### src/rtl/meta_info_chip.sv
// Read-only meta info character ROM: io_out is the registered character chr_idx of project proj_idx's string.
// Optional build macro META_CHECKSUM_EN: chr_idx 63 returns the XOR of the string's non-NUL characters.
module meta_info_chip (
    input  logic        clock,
    input  logic        reset,
    input  logic [11:0] io_in,
    output logic [7:0]  io_out
);

    logic [5:0] w_proj;
    logic [5:0] w_chr;
    logic [7:0] w_char;
    logic [7:0] r_out;

    assign w_proj = io_in[11:6];
    assign w_chr  = io_in[5:0];
    assign io_out = r_out;

    // Character of the string table; anything past the end of a string is NUL.
    function automatic logic [7:0] rom_char(input logic [5:0] proj, input logic [5:0] chr);
        logic [5:0] tens;
        logic [5:0] ones;
        tens = proj / 6'd10;
        ones = proj % 6'd10;
        rom_char = 8'h00;
        if (proj == 6'd0) begin
            case (chr)
                6'd0:    rom_char = 8'h31;
                6'd1:    rom_char = 8'h38;
                6'd2:    rom_char = 8'h2D;
                6'd3:    rom_char = 8'h32;
                6'd4:    rom_char = 8'h32;
                6'd5:    rom_char = 8'h34;
                6'd6:    rom_char = 8'h20;
                6'd7:    rom_char = 8'h53;
                6'd8:    rom_char = 8'h32;
                6'd9:    rom_char = 8'h33;
                6'd10:   rom_char = 8'h20;
                6'd11:   rom_char = 8'h54;
                6'd12:   rom_char = 8'h61;
                6'd13:   rom_char = 8'h70;
                6'd14:   rom_char = 8'h65;
                6'd15:   rom_char = 8'h6F;
                6'd16:   rom_char = 8'h75;
                6'd17:   rom_char = 8'h74;
                default: rom_char = 8'h00;
            endcase
        end else begin
            case (chr)
                6'd0:    rom_char = 8'h44;
                6'd1:    rom_char = 8'h65;
                6'd2:    rom_char = 8'h73;
                6'd3:    rom_char = 8'h69;
                6'd4:    rom_char = 8'h67;
                6'd5:    rom_char = 8'h6E;
                6'd6:    rom_char = 8'h20;
                6'd7:    rom_char = 8'h30 + {2'b00, tens};
                6'd8:    rom_char = 8'h30 + {2'b00, ones};
                default: rom_char = 8'h00;
            endcase
        end
    endfunction

`ifdef META_CHECKSUM_EN
    // "Design " folds to 0x12; the two digit characters' 0x30 offsets cancel.
    function automatic logic [7:0] string_xor(input logic [5:0] proj);
        logic [5:0] tens;
        logic [5:0] ones;
        tens = proj / 6'd10;
        ones = proj % 6'd10;
        if (proj == 6'd0) begin
            string_xor = 8'h0C;
        end else begin
            string_xor = 8'h12 ^ {2'b00, tens} ^ {2'b00, ones};
        end
    endfunction
`endif

    // Next character selected from the current request.
    always_comb begin
        w_char = 8'h00;
`ifdef META_CHECKSUM_EN
        if (w_chr == 6'd63) begin
            w_char = string_xor(w_proj);
        end else begin
            w_char = rom_char(w_proj, w_chr);
        end
`else
        w_char = rom_char(w_proj, w_chr);
`endif
    end

    // Output register with synchronous clear.
    always_ff @(posedge clock) begin
        if (reset) begin
            r_out <= 8'h00;
        end else begin
            r_out <= w_char;
        end
    end

endmodule

### config.mk
export PLATFORM = sky130hd
export DESIGN_NAME = meta_info_chip
export DESIGN_NICKNAME = d
export VERILOG_FILES = /design/src/rtl/meta_info_chip.sv
export SDC_FILE = /design/constraint.sdc
export NUM_CORES = 1
export LEC_CHECK = 0
export BUFFER_PORTS_ARGS = -buffer_cell sky130_fd_sc_hd__buf_2
export CAP_MARGIN = 40
export CORE_MARGIN = 8
export CORE_UTILIZATION = 50
export CTS_BUF_LIST = sky130_fd_sc_hd__clkbuf_8 sky130_fd_sc_hd__clkbuf_16
export DETAILED_ROUTE_END_ITERATION = 6
export MAX_ROUTING_LAYER = met4
export PLACE_DENSITY = 0.72
export SLEW_MARGIN = 25
export SYNTH_ARGS = -nofsm -noshare
export SYNTH_HDL_FRONTEND = slang
export SYNTH_SLANG_ARGS = --single-unit
export TNS_END_PERCENT = 50
### constraint.sdc
create_clock -name clock -period 1.89 [get_ports clock]
set_clock_uncertainty 0.2 [all_clocks]
set_input_delay 0.378 -clock clock [delete_from_list [all_inputs] [get_ports clock]]
set_output_delay 0.378 -clock clock [all_outputs]
set_load 0.01 [all_outputs]
==> run_results.csv <==
group,metric,value,unit
finish,syn_to_final_growth,42.4,%
worst_setup_path,path_max_fanout,5,
floorplanning,dieArea,0.00402,mm2
clock_tree,cts-root-buf,"clkbuf_8",
worst_setup_path,path_class,"in -> reg",
clock_tree,holdBufCountCts,0,
worst_setup_path,cp-end-kind,"flop",
timing,final_max_slew_viol_count,0,
route,drtIter0Drc,56,
finish,seq_area,140,um2
synthesis,ys_ff_latch,7,
synthesis,avgSynthCellArea,7.50,um2
route,vias,1308,
clock_tree,cts.sink_count,7,
synthesis,synth_edf_count,0,
worst_setup_path,cpMostUsedCell,"buf_4",
clock_tree,cts_setup_buffers,0,
floorplanning,io_pins,22,
floorplanning,core,0.00217,mm2
hold_path,whs_path_depth,2,
power,power-per-cell-area,380,mW/mm2
hold_path,hold_end,"io_out[2]",
worst_setup_path,cp_top_family,"compound AO/OA/AOI/OAI gates",
floorplanning,start_util,51.8,%
worst_setup_path,required,1790,ps
synthesis,ys.flop_type,"dfxtp_1",
power,ir_drop,0.000376,V
grt,grt_max_degree,12,
synthesis,yosys_warnings,0,
timing,hold_viol_final,0,
grt,grtUsageTotal,16.4,%
timing,max_freq,533,MHz
route,antenna_left,0,
placed_design,port_buffers,20,
worst_setup_path,critPathLaunchType,"primary input",
placed_design,place.gp.congestion,0.924,
finish,fin_nets,222,
grt,grt_pass1_wl,5.46,mm
finish,largest_reg_flops,7,
route,wl,3.38,mm
floorplanning,rows,17,
run_status,outcome,"completed",
finish,n_fill_cell,178,
worst_setup_path,max_stage_delay,290,ps
clock_tree,cts_buffers,3,
clock_tree,path_clk_slew,40,ps
timing,setup_viol,0,
grt,overflow,0,
floorplanning,die_y,63.4,um
worst_setup_path,cp_slowest_cell,"a311oi_1",
synthesis,seq_area_frac_synth,12.5,%
synthesis,ys_types,55,
placed_design,post_dp_cell_area,0.00150,mm2
hold_path,hold_start,"reset",
timing,min_period,1880,ps
finish,post-route-util,73.8,%
route,routedWlPerCell,14.8,um
placed_design,hpwl,2.69,mm
finish,postLayoutCellArea,0.00160,mm2
floorplanning,die_x,63.4,um
clock_tree,htree_levels,1,
finish,layout_commonest_cell,"buf_4",
route,drt-vias-per-instance,5.74,
synthesis,syn_area,0.00112,mm2
hold_path,hold_class,"in -> reg",
clock_tree,cts_tree,"built",
clock_tree,cts_buffer_depth,2,
route,drt_pre_antenna_iters,4,
power,leakagePower,0.693,nW
worst_setup_path,cp.buffers_inverters,3,
synthesis,postSynthCellCount,150,
flow_run,maxCapViolations,0,
route,drc,0,
synthesis,async_flop_share,0,%
finish,multiInputGateArea,957,um2
finish,final_layout_size_suffix_gt1_share,43.0,%
worst_setup_path,critPathArrivalTime,1780,ps
finish,antenna_cells,0,
timing,whs,231,ps
grt,grt_pass1_vias,1238,
finish,final_cell_mix,"40 x buf_4, 18 x buf_2, 12 x nor2_1",
timing,period_share,99.3,%
worst_setup_path,cp_cell_sequence,"buf_4 -> inv_2 -> ha_2 -> mux2i_1 -> o32ai_2 -> buf_4 -> a21o_1 -> a311oi_1 -> o21ai_1",
grt,antenna_found_initial,0,
==> stage by stage <==
| step | cells | TNS [ps] | total power, mW | worst slack (ps) |
|---|---|---|---|---|
| floorplan | 151 | -24.4 | 0.297 | -23.9 |
| global route | 228 | -3.17 | 0.645 | -3.17 |
| global placement | 224 | -1270 | 0.384 | -235 |
| detailed placement | 224 | -1460 | 0.390 | -287 |
| CTS | 228 | 0 | 0.599 | 8.43 |
| finish | 228 | 0 | 0.608 | 14.1 |
==> logic make-up after synthesis <==
logic type      after synthesis  synth area share, %
compound gates               44                 27.8
flops                         7                 12.5
other cells                   2                0.668
xor+xnor                      2                 1.56
buf+inv                      22                 9.23
mux                           6                 7.90
fa+ha+maj                     8                 8.68
simple gates                 59                 31.7
==> cells in the mapped netlist, types with 5 or more instances <==
master / instances / area share [%]
nand2_1: 6 / 2.0
dfxtp_1: 7 / 12
buf_2: 8 / 3.6
o21ai_0: 7 / 3.1
nor2_1: 15 / 5.0
nand3_1: 5 / 2.2
ha_1: 7 / 7.8
a21oi_1: 8 / 3.6
nor3_1: 5 / 2.2
inv_1: 8 / 2.7
==> layout make-up <==
type                            count  area share [%]
Inverter                            9            2.11
Clock inverter                      1           0.234
Tap cell                           28            2.19
Sequential cell                     7            8.75
Clock buffer                        3            2.58
Timing Repair Buffer               58            24.4
Multi-Input combinational cell    122            59.8
==> timing repair <==
item                                   4_1_cts  5_1_grt
setup endpoints to repair                    3        7
resized for setup                            2       13
endpoints found under the hold margin        0        0
pin swaps                                    1        4
==> routing by layer <==
metal  vias up  wire length [um]  global-route usage [%]
li1        654                 -                       -
met1       609              1520                    20.3
met2        41              1640                    26.9
met3         4               178                    2.83
met4         0                41                    4.18
met5         -                 0                       -
==> worst max-delay path by stage <==
stage              from   endpoint  slack, ps  cells past startpoint
6_report       io_in[0]  io_out[0]         10                      9
5_1_grt        io_in[0]  io_out[2]         -3                      8
4_1_cts        io_in[0]  io_out[2]          8                      8
3_5_place_dp   io_in[0]  io_out[2]       -290                      8
3_3_place_gp   io_in[1]  io_out[2]       -240                      8
2_1_floorplan  io_in[0]  io_out[2]        -20                      7
==> where the power goes <==
group	internal (mW)	total, mW	leakage [nW]	switching (mW)
Sequential	0.150	0.150	0.0565	0.000308
Clock	0.140	0.202	0.0269	0.0618
Combinational	0.121	0.256	0.610	0.134
Note: power is estimated with default switching activity, not from simulation.
